**src/rtl/router_fsm.sv**
```systemverilog
// Control FSM of the 1x3 packet router: header decode, load sequencing, full stall.
// Define ROUTER_FSM_SOFT_RESET_EN to compile in the per-port soft-reset abort.
module router_fsm (
  input  logic       clk,
  input  logic       resetn,
  input  logic       packet_valid,
  input  logic [1:0] datain,
  input  logic       fifo_full,
  input  logic       fifo_empty_0,
  input  logic       fifo_empty_1,
  input  logic       fifo_empty_2,
  input  logic       soft_reset_0,
  input  logic       soft_reset_1,
  input  logic       soft_reset_2,
  input  logic       parity_done,
  input  logic       low_packet_valid,
  output logic       detect_add,
  output logic       lfd_state,
  output logic       ld_state,
  output logic       laf_state,
  output logic       full_state,
  output logic       write_enb_reg,
  output logic       rst_int_reg,
  output logic       busy
);

  typedef enum logic [2:0] {
    DECODE_ADDRESS,
    LOAD_FIRST_DATA,
    LOAD_DATA,
    FIFO_FULL_STATE,
    LOAD_AFTER_FULL,
    LOAD_PARITY,
    CHECK_PARITY_ERROR,
    WAIT_TILL_EMPTY
  } state_t;

  state_t     state_q, state_d;
  logic [1:0] addr_q, addr_d;
  logic [1:0] sel;
  logic       empty_sel;
  logic       soft_sel;

  always_ff @(posedge clk) begin
    if (resetn) begin
      state_q <= DECODE_ADDRESS;
      addr_q  <= 2'd0;
    end else begin
      state_q <= state_d;
      addr_q  <= addr_d;
    end
  end

  always_comb begin
    addr_d = addr_q;
    if (state_q == DECODE_ADDRESS && packet_valid)
      addr_d = datain;
  end

  // While decoding, the header byte itself picks the FIFO to test.
  always_comb begin
    sel = (state_q == DECODE_ADDRESS) ? datain : addr_q;
    case (sel)
      2'd0:    empty_sel = fifo_empty_0;
      2'd1:    empty_sel = fifo_empty_1;
      2'd2:    empty_sel = fifo_empty_2;
      default: empty_sel = 1'b0;
    endcase
  end

`ifdef ROUTER_FSM_SOFT_RESET_EN
  always_comb begin
    case (addr_q)
      2'd0:    soft_sel = soft_reset_0;
      2'd1:    soft_sel = soft_reset_1;
      2'd2:    soft_sel = soft_reset_2;
      default: soft_sel = 1'b0;
    endcase
  end
`else
  logic unused_soft;
  assign unused_soft = soft_reset_0 ^ soft_reset_1 ^ soft_reset_2;
  assign soft_sel    = 1'b0;
`endif

  always_comb begin
    state_d = state_q;
    if (soft_sel && state_q != DECODE_ADDRESS) begin
      state_d = DECODE_ADDRESS;
    end else begin
      case (state_q)
        DECODE_ADDRESS: begin
          if (packet_valid && datain != 2'd3)
            state_d = empty_sel ? LOAD_FIRST_DATA : WAIT_TILL_EMPTY;
        end
        LOAD_FIRST_DATA:
          state_d = LOAD_DATA;
        LOAD_DATA: begin
          if (fifo_full)
            state_d = FIFO_FULL_STATE;
          else if (!packet_valid)
            state_d = LOAD_PARITY;
        end
        FIFO_FULL_STATE: begin
          if (!fifo_full)
            state_d = LOAD_AFTER_FULL;
        end
        LOAD_AFTER_FULL: begin
          if (parity_done)
            state_d = DECODE_ADDRESS;
          else if (low_packet_valid)
            state_d = LOAD_PARITY;
          else
            state_d = LOAD_DATA;
        end
        LOAD_PARITY:
          state_d = CHECK_PARITY_ERROR;
        CHECK_PARITY_ERROR:
          state_d = fifo_full ? FIFO_FULL_STATE : DECODE_ADDRESS;
        WAIT_TILL_EMPTY: begin
          if (empty_sel)
            state_d = LOAD_FIRST_DATA;
        end
        default:
          state_d = DECODE_ADDRESS;
      endcase
    end
  end

  always_comb begin
    detect_add    = (state_q == DECODE_ADDRESS);
    lfd_state     = (state_q == LOAD_FIRST_DATA);
    ld_state      = (state_q == LOAD_DATA);
    laf_state     = (state_q == LOAD_AFTER_FULL);
    full_state    = (state_q == FIFO_FULL_STATE);
    write_enb_reg = (state_q == LOAD_DATA)
                 || (state_q == LOAD_PARITY)
                 || (state_q == LOAD_AFTER_FULL);
    rst_int_reg   = (state_q == CHECK_PARITY_ERROR);
    busy          = (state_q != DECODE_ADDRESS)
                 && (state_q != LOAD_DATA);
  end

endmodule

```
**config.mk**
```make
export PLATFORM = sky130hd
export DESIGN_NAME = router_fsm
export DESIGN_NICKNAME = d
export VERILOG_FILES = /design/src/rtl/router_fsm.sv
export SDC_FILE = /design/constraint.sdc
export NUM_CORES = 1
export LEC_CHECK = 0
export ABC_AREA = 1
export CAP_MARGIN = 20
export CORE_MARGIN = 2
export CORE_UTILIZATION = 36
export DETAILED_ROUTE_END_ITERATION = 6
export PLACE_DENSITY = 0.73
export SLEW_MARGIN = 10
export SYNTH_ARGS = -nofsm -noshare
export SYNTH_HDL_FRONTEND = slang
export SYNTH_SLANG_ARGS = --single-unit
```
**constraint.sdc**
```tcl
create_clock -name clk -period 1.2 [get_ports clk]
set_input_delay 0.36 -clock clk [delete_from_list [all_inputs] [get_ports clk]]
set_output_delay 0.36 -clock clk [all_outputs]
set_load 0.005 [all_outputs]
```
==> results of run 1 <==
==> worst paths after layout <==
kind / startpoint / cells after the start / endpoint / slack, ps
worst max-delay path: state_q[2] / 11 / state_q[1] / -280
worst min-delay path: addr_q[1] / 2 / addr_q[1] / 490
worst max register to register: state_q[2] / 11 / state_q[1] / -280
worst min register to register: addr_q[1] / 2 / addr_q[1] / 490
==> power groups by stage <==
stage	logic (mW)	registers, mW	clock network, mW
after floorplan	0.768	0.326	0
after global placement	1.39	0.336	0
after detailed placement	1.40	0.338	0
after CTS	1.65	0.360	0.199
after global routing	2.01	0.376	0.218
final	1.83	0.367	0.193
==> state kept, by name, summed over array words and instances, names as in the netlist <==
signal and cells:
addr_q 2, state_q 3
==> Yosys cell counts <==
| library cell | number |
|---|---|
| a21oi_1 | 3 |
| dfxtp_1 | 5 |
| inv_1 | 11 |
| inv_2 | 2 |
| inv_4 | 1 |
| nand2_1 | 20 |
| nand2_2 | 2 |
| nand2_4 | 1 |
| nand3_1 | 10 |
| nand3_2 | 4 |
| nand3b_1 | 1 |
| nor2_1 | 8 |
| nor2_4 | 2 |
| nor3_1 | 2 |
| nor3_2 | 2 |
| nor3_4 | 1 |
| o211ai_1 | 1 |
| o21ai_0 | 4 |
| o21ai_1 | 2 |
| or2_1 | 1 |
==> through the flow <==
stage / hold slack [ps] / cells
after floorplan: 443.5 / 83
after global placement: 457.2 / 130
after detailed placement: 467.8 / 130
after CTS: 474.2 / 140
after global routing: 513.9 / 140
final: 493.3 / 140
==> area by class of cell <==
type	instances	area, µm²	area share, %
tap	15	18.77	1.887
sequential	5	111.4	11.19
clock buffer	4	26.28	2.642
timing repair buffer	38	327.8	32.96
multi-input combinational	64	445.4	44.78
inverter	14	65.06	6.541
==> worst max-delay path, stage by stage, from the launching register on <==
cell,delay (ps)
dfxtp_4,360
inv_6,40
buf_6,120
nand2_4,90
buf_6,140
nand2_1,60
nand3_1,90
nand3_2,140
nand3_4,110
nand2_2,60
nor2_1,100
nor2_1,50
==> what timing repair did <==
action	CTS	global route
resized for setup	59	15
hold endpoints to repair	0	0
pin swaps	19	13
buffers inserted	6	0
endpoints found under the setup margin	11	13
==> cells by family after synthesis <==
family	after synthesis
DFF	5
and+or+nand+nor	54
buffers and inverters	14
AOI/OAI and AO/OA	10
==> per-layer routing <==
| metal | vias up | track usage, % |
|---|---|---|
| met1 | 313 | 18.67 |
| met4 | 0 | 7.742 |
| met2 | 24 | 35.31 |
| met3 | 6 | 7.391 |
| met5 | - | 0 |
| li1 | 358 | - |
==> flow_summary.ini, run 1 <==
[global_routing]
grt_overflow = 0
antenna_found_initial = 0
grt_pass1_vias = 656
track_usage_pct = 19.10
grt_max_degree = 8
grt_pass1_wl_mm = 2.566

[yosys]
synth_area_um2 = 509.2
synth_mux_area_share_pct = 0
synth_compound_area_share_pct = 10.32
synth-xor-area-share_pct = 0
ys_ff_latch = 5
yosysSeqAreaShare_pct = 19.66
synth_top_area_share_pct = 19.66
synth_cells = 83
synthAdderAreaFrac_pct = 0
yosys_warnings = 0
synth_cell_types = 20
synth.largest_area_cell = dfxtp_1
synth_nets = 97
avgSynthCellArea_um2 = 6.135
synth_top_family_by_area = simple AND/OR/NAND/NOR gates
synth_area_leaders = dfxtp_1, nand2_1, nand3_1
yosys.area_share.simple_pct = 59.21

[clocking]
path_clk_slew_ps = 40
cts.htree.levels = 1
cts-root-buf = clkbuf_4
hold_buffers = 0
cts_buffers = 3
clock_latency_ps = 240
clock-sinks = 5
clockBufferDepth = 2
cts_tree = yes

[floorplanning]
num_io_pins = 22
die_y_um = 41.61
coreArea_um2 = 1318
initial_core_util_pct = 38.65
dieArea_um2 = 1731
die_w_um = 41.61
rows = 13

[worst_setup_path]
cp.required_ps = 1340
arrival_ps = 1620
crit_path_end_kind = flop
startpoint_type = flop
crit_path_max_fanout = 7
path_class = flop to flop

[placement]
pre_cts_ws_ps = -450.3
port_buffers = 18
gp_congestion = 0.8107
hpwl_mm = 1.084
place_area_um2 = 817.0

[sta]
skew_ps = 2.640
setup_tns_ps = -2360
period_needed_ps = 1479
slew_violations = 0
grt_setup_unrepaired = true
finalSetupViolCount = 11
slew_headroom_pct = 85.49
worst_pin_slew_ps = 216.8
hold_viol = 0
period_share_pct = 123.2
layout_setup_ws_ps = -278.6
fmax_mhz = 676.3

[power]
p_sw_mw = 1.111
p_int_mw = 1.283
sequentialPowerShare_pct = 15.3
p_leak_nw = 0.4944
peakVddDrop_mv = 1.230
combPwrFrac_pct = 76.6
pwr-share-clk_pct = 8.0
power_density_nw_per_um2 = 2407
p_total_mw = 2.394
sw_frac_of_total_pct = 46.41

[detailed_routing]
drc_errors = 0
top_layer_used = met4
drt_iter0_drc = 6
met3_length_um = 105
vias = 701
drt-met1-wl_um = 621
routed_wl_mm = 1.617
first_pass_iters = 4
dr_wl_met2_um = 855
via_per_inst = 5.007
ant_nets = 0
wl_per_cell_um = 11.55

[final_layout]
antennaDiodeCount = 0
fin_area_um2 = 994.7
layout_commonest_cell = nand2_1
syn_to_final_growth_pct = 95.33
finalNetCount = 140
drive_above_1_share_pct = 54.40
layout_common_cells = nand2_1, buf_4, clkdlybuf4s50_1, buf_6, inv_1
utilization_pct = 75.50
nFillCells = 101

[run]
cap_violations = 0

[hold_path]
min_path_type = flop to flop

[status]
violations = setup timing
status = finished, violations left
Note: power is estimated with default switching activity, not from simulation.
==> run 2, diff against run 1 <==
--- a/config.mk
+++ b/config.mk
@@ -7,11 +7,10 @@
 export LEC_CHECK = 0
 export ABC_AREA = 1
 export CAP_MARGIN = 20
-export CORE_MARGIN = 2
-export CORE_UTILIZATION = 36
+export CORE_AREA = 2 2 39 41
 export DETAILED_ROUTE_END_ITERATION = 6
-export PLACE_DENSITY = 0.73
-export SLEW_MARGIN = 10
+export DIE_AREA = 0 0 41 43
+export PLACE_DENSITY = 0.74
 export SYNTH_ARGS = -nofsm -noshare
 export SYNTH_HDL_FRONTEND = slang
 export SYNTH_SLANG_ARGS = --single-unit
==> constraint.sdc (replaced) <==
create_clock -name clk -period 1.43 [get_ports clk]
set_input_delay 0.429 -clock clk [delete_from_list [all_inputs] [get_ports clk]]
set_output_delay 0.429 -clock clk [all_outputs]
set_load 0.005 [all_outputs]
==> run 2 against run 1 <==
Against the previous run: the flow still finishes with violations (setup timing); total power increased by 3.2%; register-to-register slack improved by 150 ps; sequential share of layout area decreased by 1.7 points; hold slack improved by 2.9 ps; cell count increased by 8.6%; via count increased by 9.8%; clock skew about the same; first-iteration DRC count increased by 100%; combinational power increased by 11%; setup slack improved by 110 ps; clock-buffer cell count unchanged.
==> flow_summary.ini, run 2 (synthesis gave the netlist of run 1 again) <==
[final_layout]
syn_to_final_growth_pct = 129.5
utilization_pct = 84.45
largest-register = state_q
finalNetCount = 151
layout_commonest_cell = buf_4
layout_common_cells = buf_4, buf_6, nand2_1
antennaDiodeCount = 0
nFillCells = 82
fin_area_um2 = 1169
final_cells = 152
drive_above_1_share_pct = 60.29
largest_reg_flops = 3
reg.largest.list = state_q: 3 flops, addr_q: 2 flops

[floorplanning]
die_y_um = 43
rows = 14
die_w_um = 41
initial_core_util_pct = 36.80
coreArea_um2 = 1384
num_io_pins = 22
dieArea_um2 = 1763

[worst_setup_path]
cp.required_ps = 1000
crit_path_max_fanout = 4
path_cells = buf_6 > nor2_4 > nand2_4 > nand2_4 > inv_2 > buf_6
crit_start = state_q[0]
startpoint_type = flop
slowest_stage = dfxtp_4
arrival_ps = 1170
critical_path_buf_inv_count = 3
crit_family = flip-flops
crit_cells = 6
rr_worst_depth = 11
path_class = flop to primary output
crit_path_end_kind = primary output
max_stage_delay_ps = 370
ff2ff_setup_slack_ps = -130
reg2reg_from = state_q[0]
worst_r2r_endpoint = state_q[2]
endpoint = busy

[clocking]
cts.htree.levels = 1
clock-sinks = 5
clockBufferDepth = 2
path_clk_slew_ps = 40
clock_latency_ps = 240
cts_tree = yes
cts_buffers = 3
cts-root-buf = clkbuf_4
hold_buffers = 0

[detailed_routing]
first_pass_iters = 4
routed_wl_mm = 2.075
vias = 770
drc_errors = 0
wl_per_cell_um = 13.65
ant_nets = 0
drt_iter0_drc = 12
via_per_inst = 5.066

[sta]
hold_viol = 0
skew_ps = 2.841
finalSetupViolCount = 11
fin_hold_ws_ps = 496.2
layout_setup_ws_ps = -167.4
slew_violations = 0
period_share_pct = 111.7
period_needed_ps = 1597
fmax_mhz = 626.0
slew_headroom_pct = 87.74
grt_setup_unrepaired = true
worst_pin_slew_ps = 183.2
setup_tns_ps = -1239

[placement]
placed_cells = 132
pre_cts_ws_ps = -318.4
port_buffers = 18
place_area_um2 = 822.0
gp_congestion = 0.7881
hpwl_mm = 1.094

[run]
cap_violations = 0

[power]
power_density_nw_per_um2 = 2115
peakVddDrop_mv = 1.297
p_leak_nw = 0.5725
p_total_mw = 2.471

[global_routing]
grt_pass1_wl_mm = 3.015
grt_pass1_vias = 732
grt_overflow = 0
track_usage_pct = 25.25
grt_max_degree = 9
antenna_found_initial = 0

[hold_path]
min_path_type = flop to flop

[status]
status = finished, violations left
violations = setup timing
==> run 2: worst min path at each step <==
| stage | from | endpoint | slack (ps) | depth (start not counted) |
|---|---|---|---|---|
| final | addr_q[0] | addr_q[0] | 500 | 2 |
| after floorplan | addr_q[0] | addr_q[0] | 440 | 2 |
| after global placement | addr_q[1] | addr_q[1] | 460 | 2 |
| after global routing | addr_q[0] | addr_q[0] | 520 | 2 |
| after CTS | addr_q[1] | addr_q[1] | 470 | 2 |
| after detailed placement | addr_q[1] | addr_q[1] | 470 | 2 |
==> run 2: worst min-delay path: stages (launching register included) <==
cell	delay (ps)
dfxtp_1	310
inv_1	80
a21oi_1	60
==> run 2: power by group <==
part	internal, mW	leakage, nW	switching (mW)
sequential	0.213	0.0432	0.0686
clock	0.105	0.0150	0.0529
combinational	1.02	0.514	1.01
==> run 2: routing by layer <==
| layer | up-vias | global-route usage, % | part of all wire, % | wire [µm] |
|---|---|---|---|---|
| met5 | - | 0 | 0 | 0 |
| met3 | 2 | 7.330 | 5.3 | 109 |
| met4 | 0 | 4.667 | 0.67 | 14 |
| met2 | 31 | 47.19 | 56 | 1159 |
| li1 | 377 | - | - | - |
| met1 | 360 | 25.57 | 38 | 791 |
==> run 2: layout make-up <==
class	instances	area [µm²]	area share [%]
timing repair buffer	49	442.9	37.90
inverter	14	67.56	5.782
tap	16	20.02	1.713
sequential	5	111.4	9.529
multi-input combinational	64	500.5	42.83
clock buffer	4	26.28	2.248
==> run 2: what timing repair did <==
item / 4_1_cts / 5_1_grt
buffers inserted: 17 / 2
endpoints found under the setup margin: 11 / 11
pin swaps: 19 / 14
resized for setup: 65 / 28
==> run 3, diff against run 2 <==
--- a/config.mk
+++ b/config.mk
@@ -10,7 +10,7 @@
 export CORE_AREA = 2 2 39 41
 export DETAILED_ROUTE_END_ITERATION = 6
 export DIE_AREA = 0 0 41 43
-export PLACE_DENSITY = 0.74
+export PLACE_DENSITY = 0.72
 export SYNTH_ARGS = -nofsm -noshare
 export SYNTH_HDL_FRONTEND = slang
 export SYNTH_SLANG_ARGS = --single-unit
==> run 3 against run 2 <==
Against the previous run: the run still ends with setup timing left; utilization up 1.1 points; clock power rose by 3%; combinational power about the same; register-to-register slack about the same; cell area up 1.3%; via count rose by 6.8%; flip-flop and latch count is the same; critical path type unchanged.
==> flow_summary.ini, run 3 (synthesis gave the netlist of run 1 again) <==
[hold_path]
worstHoldPathCells = 2
min_path_type = flop to flop

[power]
power_density_nw_per_um2 = 2123
pwr-share-clk_pct = 6.5
p_int_mw = 1.362
sequentialPowerShare_pct = 11.6
sw_frac_of_total_pct = 45.78
p_leak_nw = 0.5813
p_sw_mw = 1.151
peakVddDrop_mv = 1.286
combPwrFrac_pct = 81.9

[sta]
layout_setup_ws_ps = -177.5
worst_pin_slew_ps = 253.8
fmax_mhz = 622.1
period_share_pct = 112.4
finalSetupViolCount = 11
fin_hold_ws_ps = 469.3
period_needed_ps = 1607
skew_ps = 3.398
slew_headroom_pct = 82.90
hold_viol = 0
slew_violations = 0
grt_setup_unrepaired = true

[clocking]
path_clk_slew_ps = 40
clock-sinks = 5
cts-root-buf = clkbuf_4
cts.htree.levels = 1
cts_tree = yes
hold_buffers = 0
clock_latency_ps = 240
cts_buffers = 3
clockBufferDepth = 2

[final_layout]
finalNetCount = 154
antennaDiodeCount = 0
layout_commonest_cell = buf_4
largest_reg_flops = 3
reg.largest.list = state_q: 3 flops, addr_q: 2 flops
nFillCells = 77
syn_to_final_growth_pct = 132.4
drive_above_1_share_pct = 61.15
largest-register = state_q
layout_common_cells = buf_4, nand2_1, buf_6

[global_routing]
grt_max_degree = 8
antenna_found_initial = 0
grt_pass1_wl_mm = 2.822
grt_pass1_vias = 705
track_usage_pct = 23.22
grt_overflow = 0

[worst_setup_path]
startpoint_type = flop
crit_path_end_kind = primary output
arrival_ps = 1180
cp.required_ps = 1000
path_class = flop to primary output
crit_path_frequent_cell = buf_6
crit_path_max_fanout = 4
slowest_stage = dfxtp_4
ff2ff_setup_slack_ps = -120
path_cells = buf_6 > buf_6 > nor3_4 > buf_2
rr_worst_depth = 11
max_stage_delay_ps = 370

[run]
cap_violations = 0

[detailed_routing]
drc_errors = 0
ant_nets = 0
drt-met1-wl_um = 809
drt_iter0_drc = 16
vias = 822
routed_wl_mm = 2.307
wl_per_cell_um = 14.88
via_per_inst = 5.303
top_layer_used = met4
dr_wl_met2_mm = 1.258
met3_length_um = 160
first_pass_iters = 5

[floorplanning]
dieArea_um2 = 1763
die_w_um = 41
num_io_pins = 22
initial_core_util_pct = 36.80
coreArea_um2 = 1384
die_y_um = 43
rows = 14

[placement]
port_buffers = 18
hpwl_mm = 1.068
pre_cts_ws_ps = -295.1
gp_congestion = 0.8067

[status]
status = finished, violations left
violations = setup timing
[run 3: cell types whose count changed in the layout (fill, tap and decap cells not counted), moves of 2 or more]
cell	change
inv_2	-2
o21ai_2	+2
buf_4	+3
buf_6	-2
nand2_4	-2
o21ai_4	-2
[run 3: worst paths after layout]
| check | to | from |
|---|---|---|
| worst max-delay path | rst_int_reg | state_q[0] |
| worst min-delay path | addr_q[1] | addr_q[1] |
| worst max register to register | state_q[0] | state_q[2] |
| worst min register to register | addr_q[1] | addr_q[1] |
[run 3: layout make-up]
type / instances / area [µm²] / area share (%)
repair buffers: 52 / 459.2 / 38.79
inverters: 14 / 72.57 / 6.131
clock buffers: 4 / 26.28 / 2.220
well taps: 16 / 20.02 / 1.691
multi-input cells: 64 / 494.2 / 41.75
flip-flops and latches: 5 / 111.4 / 9.408
[run 3: per-stage QoR]
stage          cells  setup TNS, ps  utilization, %  area (µm²)  power [mW]
6_report         155          -1141           85.53        1184       2.513
4_1_cts          150         -646.5           74.86        1036       2.056
3_5_place_dp     131          -2764           58.86       814.5       1.454
2_1_floorplan     83              0               -       509.2      0.9096
3_3_place_gp     131          -2629           58.86       814.5       1.438
5_1_grt          155          -1686           85.53        1184       2.661
[run 3: repair_timing]
item	in CTS	in global routing
buffers inserted	18	6
pin swaps	16	13
endpoints found under the setup margin	11	11
resized for setup	70	24
endpoints found under the hold margin	0	0
[run 3: layer usage]
layer  track usage (%)  vias to the layer above
met1             23.23                      372
li1                  -                      383
met2             45.00                       51
met3             6.283                       16
met5                 0                        -
met4             2.000                        0
[run 3: power by group through the flow]
stage	clock network, mW	logic, mW	registers (mW)
3_5_place_dp	0	1.19	0.266
4_1_cts	0.170	1.60	0.283
3_3_place_gp	0	1.17	0.266
5_1_grt	0.177	2.19	0.292
2_1_floorplan	0	0.644	0.266
6_report	0.163	2.06	0.291
[run 3: critical path: cells and delay by family (launching register included)]
family	cells	cell delay [ps]
buffers and inverters	3	370
DFF	1	370
and+or+nand+nor	1	190
